File: src/rtl/ntsc_pkg.sv
// ntsc_pkg: shared NTSC line/field constants, sync pulse classes and lock-FSM states
package ntsc_pkg;
  localparam int C_H_TOTAL = 910;
  localparam int C_V_TOTAL = 525;
  localparam int C_H_HALF  = 455;
  typedef enum logic [1:0] {PC_NONE, PC_HS, PC_BROAD, PC_EQ} pulse_e;
  typedef enum logic [1:0] {ST_SEARCH, ST_TRACK, ST_LOCK} lock_e;
endpackage

File: src/rtl/ntsc_sync_pulse_class.sv
// ntsc_sync_pulse_class: slices composite video, measures sync-tip width, classifies each pulse
//   clk_i/rst_ni/ce_i : clock, async active-low reset, sample enable
//   video_i           : unsigned composite sample
//   fall_o            : one-sample strobe on the first sync-tip sample
//   cls_o / width_o   : pulse class and width, cls_o valid (not PC_NONE) only on the rise sample
//   NTSC_SYNC_SEP_GLITCH_FILT_EN : 3-sample majority filter on the slice (adds 1 sample latency)
module ntsc_sync_pulse_class
  import ntsc_pkg::*;
#(
  parameter logic [8:0] C_SLICE     = 9'd64,
  parameter int         C_HS_MIN    = 50,
  parameter int         C_HS_MAX    = 90,
  parameter int         C_BROAD_MIN = 300
) (
  input  logic       clk_i,
  input  logic       rst_ni,
  input  logic       ce_i,
  input  logic [8:0] video_i,
  output logic       fall_o,
  output pulse_e     cls_o,
  output logic [8:0] width_o
);
  logic       slice, sync_d, sync_q, prev_q, rise;
  logic [8:0] wid_q, wid_d;
  assign slice = video_i < C_SLICE;
`ifdef NTSC_SYNC_SEP_GLITCH_FILT_EN
  logic [1:0] hist_q;
  always_ff @(posedge clk_i or negedge rst_ni)
    if (!rst_ni) hist_q <= '0;
    else if (ce_i) hist_q <= {hist_q[0], slice};
  assign sync_d = (slice & hist_q[0]) | (slice & hist_q[1]) | (hist_q[0] & hist_q[1]);
`else
  assign sync_d = slice;
`endif
  assign fall_o  = sync_q & ~prev_q;
  assign rise    = ~sync_q & prev_q;
  assign width_o = wid_q;
  // the fall sample itself counts as the first sample of the pulse
  assign wid_d = fall_o ? 9'd1 : (sync_q && wid_q != 9'd511) ? wid_q + 9'd1 : wid_q;
  assign cls_o = !rise ? PC_NONE :
                 (wid_q >= 9'(C_HS_MIN) && wid_q <= 9'(C_HS_MAX)) ? PC_HS :
                 wid_q >= 9'(C_BROAD_MIN) ? PC_BROAD : PC_EQ;
  always_ff @(posedge clk_i or negedge rst_ni)
    if (!rst_ni) begin
      sync_q <= 1'b0;
      prev_q <= 1'b0;
      wid_q  <= '0;
    end else if (ce_i) begin
      sync_q <= sync_d;
      prev_q <= sync_q;
      wid_q  <= wid_d;
    end
endmodule

File: src/rtl/ntsc_sync_sep.sv
// ntsc_sync_sep: NTSC sync separator with horizontal lock FSM, line/field counters and HD/VD regeneration
//   CK_i/XAR_i/CK_EE_i : clock, async active-low reset, 4fsc sample enable
//   VIDEOs_i           : unsigned composite sample, sync tip low
//   XHD_o/XVD_o        : active-low one-sample horizontal/vertical drive
//   HCTRs_o/VCTRs_o    : sample-in-line (0..909) and line (0..524) counters
//   LOCK_o/FIELD_o     : horizontal lock, field (0 odd, 1 even)
//   NTSC_SYNC_SEP_GLITCH_FILT_EN : enables the majority glitch filter in the slicer
module ntsc_sync_sep
  import ntsc_pkg::*;
#(
  parameter logic [8:0] C_SLICE     = 9'd64,
  parameter int         C_HS_MIN    = 50,
  parameter int         C_HS_MAX    = 90,
  parameter int         C_BROAD_MIN = 300,
  parameter int         C_H_TOL     = 4
) (
  input  logic       CK_i,
  input  logic       XAR_i,
  input  logic       CK_EE_i,
  input  logic [8:0] VIDEOs_i,
  output logic       XHD_o,
  output logic       XVD_o,
  output logic [9:0] HCTRs_o,
  output logic [9:0] VCTRs_o,
  output logic       LOCK_o,
  output logic       FIELD_o
);
  // reload lands one sample after the rise as if HCTR had been 0 at the fall;
  // the filter delays fall and rise by one more sample
`ifdef NTSC_SYNC_SEP_GLITCH_FILT_EN
  localparam logic [9:0] RELOAD = 10'd2;
`else
  localparam logic [9:0] RELOAD = 10'd1;
`endif
  localparam logic [9:0] H_LAST = 10'(C_H_TOTAL - 1);
  localparam logic [9:0] V_LAST = 10'(C_V_TOTAL - 1);
  localparam logic [9:0] H_HALF = 10'(C_H_HALF);
  localparam logic [9:0] WIN_LO = 10'(C_H_TOTAL - 1 - C_H_TOL);
  localparam logic [9:0] WIN_HI = 10'(C_H_TOL);
  logic       fall, wrap, hs, broad, good;
  pulse_e     cls;
  logic [8:0] wid;
  lock_e      state_q, state_d;
  logic [9:0] hctr_q, hctr_d, vctr_q, vctr_d, fall_h_q, fall_h_d;
  logic [2:0] tcnt_q, tcnt_d, miss_q, miss_d;
  logic [1:0] bc_q, bc_d;
  logic       seen_q, seen_d, vpend_q, vpend_d, field_q, field_d, xhd_q, xhd_d, xvd_q, xvd_d;
  ntsc_sync_pulse_class #(
    .C_SLICE(C_SLICE), .C_HS_MIN(C_HS_MIN), .C_HS_MAX(C_HS_MAX), .C_BROAD_MIN(C_BROAD_MIN)
  ) u_pc (
    .clk_i(CK_i), .rst_ni(XAR_i), .ce_i(CK_EE_i), .video_i(VIDEOs_i),
    .fall_o(fall), .cls_o(cls), .width_o(wid)
  );
  assign wrap  = hctr_q == H_LAST;
  assign hs    = cls == PC_HS;
  assign broad = cls == PC_BROAD;
  assign good  = hs && (fall_h_q >= WIN_LO || fall_h_q <= WIN_HI);
  always_comb begin
    state_d = state_q;
    tcnt_d  = tcnt_q;
    // a line "misses" when it wraps without a good HS having been seen since the last wrap
    miss_d  = state_q != ST_LOCK ? 3'd0 : !wrap ? miss_q : (seen_q || good) ? 3'd0 : miss_q + 3'd1;
    case (state_q)
      ST_SEARCH: if (hs) begin
        state_d = ST_TRACK;
        tcnt_d  = 3'd0;
      end
      ST_TRACK: if (hs) begin
        state_d = !good ? ST_SEARCH : tcnt_q == 3'd7 ? ST_LOCK : ST_TRACK;
        tcnt_d  = tcnt_q + 3'd1;
      end
      default: if (wrap && !(seen_q || good) && miss_q == 3'd3) state_d = ST_SEARCH;
    endcase
    // a reload and a natural wrap never both count: VCTR follows only the wrap
    hctr_d   = (hs && state_q != ST_LOCK) ? {1'b0, wid} + RELOAD : wrap ? 10'd0 : hctr_q + 10'd1;
    vctr_d   = !wrap ? vctr_q : vpend_q ? 10'd3 : vctr_q == V_LAST ? 10'd0 : vctr_q + 10'd1;
    fall_h_d = fall ? hctr_q : fall_h_q;
    seen_d   = good || (seen_q && !wrap);
    bc_d     = broad ? (bc_q == 2'd3 ? 2'd3 : bc_q + 2'd1) : hs ? 2'd0 : bc_q;
    vpend_d  = (broad && bc_q == 2'd2) || (vpend_q && !wrap);
    field_d  = (broad && bc_q == 2'd0) ? fall_h_q >= H_HALF : field_q;
    xhd_d    = !wrap;
    xvd_d    = !(wrap && vctr_q == 10'd0);
  end
  always_ff @(posedge CK_i or negedge XAR_i)
    if (!XAR_i) begin
      state_q  <= ST_SEARCH;
      hctr_q   <= '0;
      vctr_q   <= '0;
      fall_h_q <= '0;
      tcnt_q   <= '0;
      miss_q   <= '0;
      bc_q     <= '0;
      seen_q   <= 1'b0;
      vpend_q  <= 1'b0;
      field_q  <= 1'b0;
      xhd_q    <= 1'b1;
      xvd_q    <= 1'b1;
    end else if (CK_EE_i) begin
      state_q  <= state_d;
      hctr_q   <= hctr_d;
      vctr_q   <= vctr_d;
      fall_h_q <= fall_h_d;
      tcnt_q   <= tcnt_d;
      miss_q   <= miss_d;
      bc_q     <= bc_d;
      seen_q   <= seen_d;
      vpend_q  <= vpend_d;
      field_q  <= field_d;
      xhd_q    <= xhd_d;
      xvd_q    <= xvd_d;
    end
  assign XHD_o   = xhd_q;
  assign XVD_o   = xvd_q;
  assign HCTRs_o = hctr_q;
  assign VCTRs_o = vctr_q;
  assign LOCK_o  = state_q == ST_LOCK;
  assign FIELD_o = field_q;
endmodule

File: config.mk
export PLATFORM = sky130hd
export DESIGN_NAME = ntsc_sync_sep
export DESIGN_NICKNAME = d
export VERILOG_FILES = /design/src/rtl/ntsc_pkg.sv /design/src/rtl/ntsc_sync_pulse_class.sv /design/src/rtl/ntsc_sync_sep.sv
export SDC_FILE = /design/constraint.sdc
export NUM_CORES = 1
export LEC_CHECK = 0
export ABC_AREA = 1
export BUFFER_PORTS_ARGS = -buffer_cell sky130_fd_sc_hd__buf_2
export CORE_MARGIN = 2
export CORE_UTILIZATION = 58
export CTS_BUF_LIST = sky130_fd_sc_hd__clkbuf_8 sky130_fd_sc_hd__clkbuf_16
export DETAILED_ROUTE_END_ITERATION = 16
export PLACE_DENSITY = 0.82
export SLEW_MARGIN = 20
export SYNTH_ARGS = -nofsm -noshare
export SYNTH_HDL_FRONTEND = slang
export SYNTH_SLANG_ARGS = --single-unit
export TNS_END_PERCENT = 30
File: constraint.sdc
create_clock -name CK_i -period 2.6 [get_ports CK_i]
set_input_delay 0.39 -clock CK_i [delete_from_list [all_inputs] [get_ports CK_i]]
set_output_delay 0.39 -clock CK_i [all_outputs]
set_load 0.01 [all_outputs]
==> out/results.ini, run 1 <==
[cts]
path_clk_slew_ps=100
cts_setup_buffers=0
insertion_delay_ps=310
clock-sinks=56
clockBufferDepth=2
cts_resized=0
cts_hold_buffers=0
cts_buffers=5
clockRootBuffer=clkbuf_8
cts_tree=done
htree_levels=2

[yosys]
synth_common_cells=nand2_1 (64), dfrtp_1 (54), nor2_1 (51)
synth_area_leaders=dfrtp_1 (43%), nand2_1 (7.6%), nor2_1 (6.0%)
synth_most_common_cell=nand2_1
synth_area_leader_cell=dfrtp_1
synth_cells=398
synth_edf_count=0
synth.distinct_cells=39
ys_ff_latch=56
synth_top_area_share_pct=42.5
synth.yosys.seq_area_share_pct=44.2
synth_nets=423
async_flop_share_pct=100
synth_area_per_cell_um2=7.98
synth_warnings=0
syn_area_um2=3180
ys.flop_type=dfrtp_1

[worst_setup_path]
cp_max_fo=5
reg2reg_setup_slack_ps=230
crit_path_end_kind=flop
critical_path_class=reg -> reg
critPathArrivalTime_ps=2580
start_kind=flop
cp_data_required_time_ps=2810

[power_and_ir_drop]
p_leak_nw=1.65
vdd_ir_drop_max_mv=0.424
power.density_nw_per_um2=828

[sta]
worst_pin_slew_ps=642
finClkSkew_ps=6.33
finalHoldViolations=0
setup-tns-final_ps=0
fmax_mhz=422
report.final.slew_viol_count=0
fin_crit_sh_pct=91.1
setup_violations=0
layout_setup_ws_ps=232
rsz0062_at_grt=false
relSlewSlack_pct=57.1
period_minus_slack_ps=2370

[floorplan]
die_y_um=78.0
design.core.area_um2=5200
die_w_um=78.0
row_count=26
dieArea_um2=6090
pin_count=36
start_util_pct=61.0

[place]
gp_congestion=0.971
dpl-instance-area_um2=3390
pre_cts_slack_ps=267
dpl.hpwl_um=5160
port_buffers=29

[run]
cap_violations=0

[status]
run_status=completed

[routing]
first_iter_violations=323
dr.pass1.iters=5
wl_met3_um=371
vias=2820
wl_per_cell_um=13.7
dr.max_layer_used=met4
avgViaCountPerCell=5.63
met2WireLength_um=3300
drt-met1-wl_um=3140
drt_wl_total_um=6870
ant_nets=0
drc=0

[finish]
fin_nets=455
fin_area_um2=3500
num_antenna_cells=0
drive_above_1_share_pct=15.8
syn_to_final_growth_pct=10.1

[global_route]
grt_usage_pct=24.0
grt_max_degree=38
grt_pass1_wl_um=11900
grt_pass1_vias=2588
grt_overflow=0
antenna_found_initial=0

[hold_path]
min_path_type=in -> async

==> worst paths after layout <==
| path | cells past startpoint | from | end |
|---|---|---|---|
| setup / recovery | 12 | u_pc.width_o[0]$_DFFE_PN0P_ | FIELD_o$_DFFE_PN0P_ |
| hold / removal | 1 | XAR_i | u_pc.width_o[3]$_DFFE_PN0P_ |
| setup reg to reg | 12 | u_pc.width_o[0]$_DFFE_PN0P_ | FIELD_o$_DFFE_PN0P_ |
| hold reg to reg | 1 | FIELD_o$_DFFE_PN0P_ | FIELD_o$_DFFE_PN0P_ |
| max in group asynchronous | 2 | XAR_i | miss_q[2]$_DFFE_PN0P_ |
| min in group CK_i | 2 | VIDEOs_i[6] | u_pc.sync_q$_DFFE_PN0P_ |
==> cells by family after synthesis <==
group / count (synthesis) / share of synthesized area, %
AND/OR/NAND/NOR: 179 / 26.2
adder cells (fa/ha/maj): 13 / 5.12
multiplexers: 2 / 0.670
flip-flops: 56 / 44.2
AO/OA/AOI/OAI: 79 / 14.5
buffers and inverters: 65 / 8.15
XOR/XNOR: 4 / 1.10
==> per-stage QoR <==
step           instances  total power, mW  hold WS, ps  utilization [%]
3_3_place_gp         493             2.29          360             65.1
2_1_floorplan        398             2.01         94.4                -
3_5_place_dp         493             2.33          365             65.1
5_1_grt              501             3.11         38.0             67.2
6_report             501             2.90         14.7             67.2
4_1_cts              501             2.90         20.8             67.2
==> per-layer routing <==
metal,global-route usage (%),up-vias
li1,-,1396
met4,5.79,0
met5,0,-
met1,35.3,1342
met3,3.56,7
met2,37.9,75
==> where the power goes <==
part           internal [mW]  total, mW  switching (mW)
clock                  0.283      0.563           0.281
sequential              1.10       1.37           0.272
combinational          0.362      0.961           0.599
==> registers in the layout, summed over array words and instances, names as in the netlist, 2 cells and up <==
signal,count
tcnt_q,3
u_pc.width_o,9
miss_q,3
fall_h_q,10
state_q,2
bc_q,2
HCTRs_o,10
VCTRs_o,10
==> cell type report <==
| type | instances | area [um2] |
|---|---|---|
| clock buffers | 5 | 68.8 |
| clock inverters | 3 | 38.8 |
| fillers | 458 | 1710 |
| inverters | 58 | 218 |
| multi-input cells | 277 | 1510 |
| flip-flops and latches | 56 | 1400 |
| well taps | 70 | 87.6 |
| repair buffers | 32 | 168 |
==> placed cells by master, fill, tap and decap left out, drive strengths merged, types with 3 or more instances in the layout <==
master / count
nand4: 13
nor2: 56
buf: 32
nor3: 13
ha: 13
or2: 3
a21oi: 17
xor2: 3
nor4: 4
nand3: 23
clkbuf: 5
nand2: 67
o22ai: 8
dfrtp: 54
inv: 59
o21ai: 41
a31oi: 3
==> critical path: stages, from the launching register on <==
cell and delay (ps):
dfrtp_1 420, inv_1 90, ha_1 200, nor4_1 190, o21ai_0 140, nand4_1 90
nand2_1 80, inv_1 70, ha_1 180, inv_1 70, nor4_1 470, nand3_1 140
o21a_1 120
Note: power is estimated with default switching activity, not from simulation.
==> inputs of run 2 (changes only) <==
--- a/config.mk
+++ b/config.mk
@@ -8,12 +8,15 @@
 export ABC_AREA = 1
 export BUFFER_PORTS_ARGS = -buffer_cell sky130_fd_sc_hd__buf_2
 export CORE_MARGIN = 2
-export CORE_UTILIZATION = 58
+export CORE_UTILIZATION = 59
 export CTS_BUF_LIST = sky130_fd_sc_hd__clkbuf_8 sky130_fd_sc_hd__clkbuf_16
 export DETAILED_ROUTE_END_ITERATION = 16
-export PLACE_DENSITY = 0.82
+export GPL_TIMING_DRIVEN = 0
+export HOLD_SLACK_MARGIN = 0.05
+export PLACE_DENSITY = 0.83
 export SLEW_MARGIN = 20
 export SYNTH_ARGS = -nofsm -noshare
 export SYNTH_HDL_FRONTEND = slang
+export SYNTH_HIERARCHICAL = 1
 export SYNTH_SLANG_ARGS = --single-unit
 export TNS_END_PERCENT = 30
==> run 2 against run 1 <==
Net effect:
- critical path depth is 6 higher
- sequential cell count stayed put
- final cell count is 14% higher
- via count is 11% higher
- clock power is 9.6% higher
- non-clock buffer count is 4 higher
- maximum frequency is 1.3% higher
- synthesized area is 6.8% higher
- sequential share of layout area is 2.7 points lower
- power is 11% lower
- die area is 4.7% higher
- hold slack better by 100 ps
- critical path type unchanged
==> out/results.ini, run 2 <==
[cts]
insertion_delay_ps=320
htree_levels=2
cts_buffers=5
cts_hold_buffers=0
cts_tree=done
path_clk_slew_ps=110
clockBufferDepth=2
clock-sinks=56
clockRootBuffer=clkbuf_8

[finish]
mostFrequentLayoutCells=nand2_1 (115), nor2_1 (65), inv_1 (58), dfrtp_1 (53), nand3_1 (33)
num_antenna_cells=0
fin_area_um2=3750
drive_above_1_share_pct=13.6
mostFrequentLayoutCell=nand2_1
multi_input_area_um2=1710
fill_cells=470
syn_to_final_growth_pct=10.6
fin_nets=525
regArea_um2=1410

[worst_setup_path]
crit_path_end_kind=flop
cp_max_fo=7
ff2ff_path_depth=18
r2r_start=u_pc/width_o[0]$_DFFE_PN0P_
start_kind=flop
critical_path_class=reg -> reg
cp_data_required_time_ps=2850
reg2reg_setup_slack_ps=260
r2r_end=HCTRs_o[7]$_DFFE_PN0P_
critPathArrivalTime_ps=2590

[routing]
wl_per_cell_um=13.4
ant_nets=0
first_iter_violations=208
vias=3131
drc=0
drt_wl_total_um=7640
dr.pass1.iters=4
avgViaCountPerCell=5.47

[sta]
fin_crit_sh_pct=89.9
finClkSkew_ps=14.5
worst_pin_slew_ps=703
report.final.slew_viol_count=0
setup-tns-final_ps=0
fmax_mhz=428
rsz0062_at_grt=false
finalHoldViolations=0
period_minus_slack_ps=2340
relSlewSlack_pct=53.1
layout_setup_ws_ps=263
setup_violations=0

[floorplan]
dieArea_um2=6370
die_w_um=79.8
die_y_um=79.8
design.core.area_um2=5540
start_util_pct=61.2
pin_count=36
row_count=27

[yosys]
synth_warnings=6
async_flop_share_pct=100
synth_cells=463
synth_area_per_cell_um2=7.33
synth.yosys.seq_area_share_pct=41.4
ys.flop_type=dfrtp_1
synth_most_common_cell=nand2_1
ys_ff_latch=56
syn_area_um2=3390
synth_area_leaders=dfrtp_1 (40%), nand2_1 (13%), nor2_1 (7.2%)
synth.distinct_cells=36
synth_edf_count=0
synth_nets=489
synth_area_leader_cell=dfrtp_1
synth_common_cells=nand2_1 (115), nor2_1 (65), inv_1 (58)
synth_top_area_share_pct=39.8

[power_and_ir_drop]
power_mw=2.58
power.density_nw_per_um2=689
vdd_ir_drop_max_mv=0.502
p_leak_nw=1.88

[place]
gp_congestion=0.914
port_buffers=29
pre_cts_slack_ps=235
dpl.hpwl_um=5630
dpl-instance-area_um2=3630

[global_route]
grt_pass1_vias=3081
grt_usage_pct=26.4
antenna_found_initial=0
grt_pass1_wl_um=13400
grt_overflow=0
grt_max_degree=57

[status]
run_status=completed

[run]
cap_violations=0

[hold_path]
min_path_type=in -> async

run 2: cell count changes after synthesis, moves of 5 or more:
| cell | delta |
|---|---|
| nor2_1 | +14 |
| nand2_1 | +51 |
| nand3_1 | +10 |
| o22ai_1 | -6 |
| a21oi_1 | +5 |
| o21ai_0 | -12 |
| inv_1 | +8 |
| nand3b_1 | +6 |
run 2: layout make-up:
class	instances	area share, %
Multi-Input combinational cell	336	45.5
Sequential cell	56	37.4
Inverter	64	6.40
Timing Repair Buffer	29	3.93
Tap cell	72	2.40
Clock buffer	6	2.20
Buffer	7	1.10
Clock inverter	2	1.03
run 2: power by group:
part / switching, mW / internal, mW
logic: 0.446 / 0.283
registers: 0.198 / 1.04
clock network: 0.301 / 0.316
run 2: routing by layer:
layer | share of wire (%) | vias to the layer above | global-route usage, %
met5 | 0 | - | 0
met4 | 1.7 | 0 | 10.8
met3 | 4.4 | 14 | 4.75
met2 | 49 | 81 | 44.5
met1 | 45 | 1462 | 33.4
li1 | - | 1574 | -
run 2: worst max path at each step:
stage	slack (ps)	end	startpoint
floorplan	620	HCTRs_o[7]$_DFFE_PN0P_	u_pc/width_o[0]$_DFFE_PN0P_
global placement	270	HCTRs_o[7]$_DFFE_PN0P_	u_pc/width_o[0]$_DFFE_PN0P_
detailed placement	230	HCTRs_o[7]$_DFFE_PN0P_	u_pc/width_o[0]$_DFFE_PN0P_
CTS	200	HCTRs_o[7]$_DFFE_PN0P_	u_pc/width_o[0]$_DFFE_PN0P_
global route	20	state_q[1]$_DFFE_PN0P_	u_pc/width_o[0]$_DFFE_PN0P_
finish	260	HCTRs_o[7]$_DFFE_PN0P_	u_pc/width_o[0]$_DFFE_PN0P_
run 2: critical path: stages (launching register included):
cell and delay, ps:
dfrtp_2 430, inv_1 80, ha_1 200, nor2_1 80, nand2_1 60, nand2_1 50, nand2_1 40, nand2_1 60
nor2_1 40, nor2_1 120, inv_1 60, ha_1 230, nand2_2 170, nand2_1 160, inv_1 180, nand3_1 100
nand2_1 70, nand2_1 40, o21ai_0 90
run 2: repair_timing:
action / 4_1_cts / 5_1_grt
hold endpoints to repair: 0 / 0
resized for setup: 0 / 1
setup buffers: 0 / 0
setup endpoints to repair: 0 / 1
run 2: cells by family after synthesis:
family	after synthesis	share of synthesized area, %
buffers and inverters	71	8.30
flip-flops	56	41.4
adder cells (fa/ha/maj)	14	5.16
XOR/XNOR	3	0.775
AO/OA/AOI/OAI	66	11.5
AND/OR/NAND/NOR	253	32.8
run 2: metrics by stage:
step           cells  hold slack [ps]  utilization [%]
4_1_cts          572              133             67.7
6_report         572              117             67.7
3_3_place_gp     564              462             65.5
5_1_grt          572              181             67.7
2_1_floorplan    463             94.4                -
3_5_place_dp     564              464             65.5
==> inputs of run 3 (changes only) <==
--- a/config.mk
+++ b/config.mk
@@ -14,6 +14,7 @@
 export GPL_TIMING_DRIVEN = 0
 export HOLD_SLACK_MARGIN = 0.05
 export PLACE_DENSITY = 0.83
+export REMOVE_ABC_BUFFERS = 1
 export SLEW_MARGIN = 20
 export SYNTH_ARGS = -nofsm -noshare
 export SYNTH_HDL_FRONTEND = slang
==> run 3 against run 2 <==
Net effect:
- sequential cell count is the same
- first-iteration DRC count down 2.9%
- count of clock-buffer cells in the layout shrank 1
- clock skew down 3.3 ps
==> out/results.ini, run 3 (synthesized netlist as in run 2, its figures left out) <==
[status]
run_status=completed

[cts]
clockRootBuffer=clkbuf_8
cts_tree=done
cts_hold_buffers=0
cts_setup_buffers=0
htree_levels=2
path_clk_slew_ps=100
cts_resized=0
clock-sinks=56
clockBufferDepth=2
cts_buffers=5
insertion_delay_ps=320

[worst_setup_path]
reg2reg_setup_slack_ps=320
cp_slowest_cell=dfrtp_2
r2r_end=HCTRs_o[7]$_DFFE_PN0P_
path_cells=inv_1, ha_1, nor2_1, nand2_1, nand2_1, nand2_1, nand2_1, nor2_1, nor2_2, inv_1, ha_1, nand2_2, nand2_1, inv_2, nand3_1, nand2_1, nand2_1, o21ai_0
crit_path_end_kind=flop
timing.critical_path.mode_cell=nand2_1
critPathArrivalTime_ps=2510
cp_data_required_time_ps=2820
ff2ff_path_depth=18
start_kind=flop
max_stage_delay_ps=420
cp_max_fo=7
critical_path_class=reg -> reg
r2r_start=u_pc/width_o[0]$_DFFE_PN0P_

[power_and_ir_drop]
power_frac_comb_pct=30.0
power.switching_uw=947
p_int_mw=1.51
power.density_nw_per_um2=667
switching_share_pct=38.5
vdd_ir_drop_max_mv=0.365
clock_power_share_pct=19.6
power_mw=2.46
p_leak_nw=1.85
seqPwrFrac_pct=50.4

[place]
pre_cts_slack_ps=200
dpl-instance-area_um2=3590
gp_congestion=0.897
dp.cells=557
port_buffers=29
dpl.hpwl_um=5470

[finish]
mostFrequentLayoutCell=nand2_1
num_antenna_cells=0
fill_cells=493
fin_cells=565
drive_above_1_share_pct=13.8
postLayoutCoreUtil_pct=66.5
syn_to_final_growth_pct=8.59
fin_area_um2=3680
mostFrequentLayoutCells=nand2_1 (115), nor2_1 (63), inv_1 (58), dfrtp_1 (53), nand3_1 (33)
fin_nets=518

[floorplan]
pin_count=36
die_y_um=79.8
dieArea_um2=6370
start_util_pct=61.2
row_count=27
design.core.area_um2=5540
die_w_um=79.8

[sta]
period_minus_slack_ps=2280
fmax_mhz=438
rsz0062_at_grt=false
holdWs_ps=114
finalHoldViolations=0
report.final.slew_viol_count=0
relSlewSlack_pct=53.9
setup_violations=0
fin_crit_sh_pct=87.8
layout_setup_ws_ps=317
worst_pin_slew_ps=691
setup-tns-final_ps=0
finClkSkew_ps=11.2

[global_route]
antenna_found_initial=0
grt_pass1_vias=3006
grt_max_degree=57
grt_pass1_wl_um=12600
grt_overflow=0
grt_usage_pct=25.1

[routing]
avgViaCountPerCell=5.56
first_iter_violations=202
wl_per_cell_um=13.2
drc=0
vias=3142
ant_nets=0
dr.pass1.iters=5
drt_wl_total_um=7460

[hold_path]
min_path_type=in -> async

[run]
cap_violations=0

==> run 3: cell count changes in the layout (fill, tap and decap cells not counted) <==
cell	delta
buf_6	-2
clkbuf_8	-1
bufinv_16	-1
clkbuf_1	-5
inv_2	+1
nor2_1	-2
clkinvlp_4	+1
nor2_2	+2
==> run 3: worst max path at each step <==
stage	end	start	cells past startpoint	slack [ps]
2_1_floorplan	state_q[0]$_DFFE_PN0P_	u_pc/width_o[0]$_DFFE_PN0P_	19	620
3_3_place_gp	HCTRs_o[7]$_DFFE_PN0P_	u_pc/width_o[0]$_DFFE_PN0P_	18	310
3_5_place_dp	HCTRs_o[7]$_DFFE_PN0P_	u_pc/width_o[0]$_DFFE_PN0P_	18	200
4_1_cts	HCTRs_o[7]$_DFFE_PN0P_	u_pc/width_o[0]$_DFFE_PN0P_	18	170
5_1_grt	HCTRs_o[7]$_DFFE_PN0P_	u_pc/width_o[0]$_DFFE_PN0P_	18	40
6_report	HCTRs_o[7]$_DFFE_PN0P_	u_pc/width_o[0]$_DFFE_PN0P_	18	320
==> run 3: power groups by stage <==
stage,Combinational [mW],Sequential (mW),Clock (mW)
floorplan,0.500,1.23,0
global placement,0.695,1.24,0
detailed placement,0.732,1.25,0
CTS,0.736,1.23,0.494
global route,0.843,1.27,0.532
finish,0.738,1.24,0.482
==> run 3: cell type report <==
class / instances / area, um2 / area share, %
Inverter: 64 / 240 / 6.52
Tap cell: 72 / 90.1 / 2.45
Multi-Input combinational cell: 336 / 1710 / 46.5
Sequential cell: 56 / 1410 / 38.1
Clock buffer: 5 / 68.8 / 1.87
Clock inverter: 3 / 20.0 / 0.543
Timing Repair Buffer: 29 / 148 / 4.01
==> run 3: metal layers <==
metal	wire (um)	part of all wire, %	up-vias	track usage (%)
met5	0	0	-	0
met4	68	0.91	0	9.66
met3	381	5.1	9	5.20
met2	3720	50	97	43.0
met1	3280	44	1470	30.9
li1	-	-	1566	-
==> run 3: worst max-delay path: cells and delay by family (launching register included) <==
family	cells	cell delay [ps]
buffers and inverters	3	270
AOI/OAI and AO/OA	1	100
and+or+nand+nor	12	980
DFF	1	420
adders and majority gates	2	410
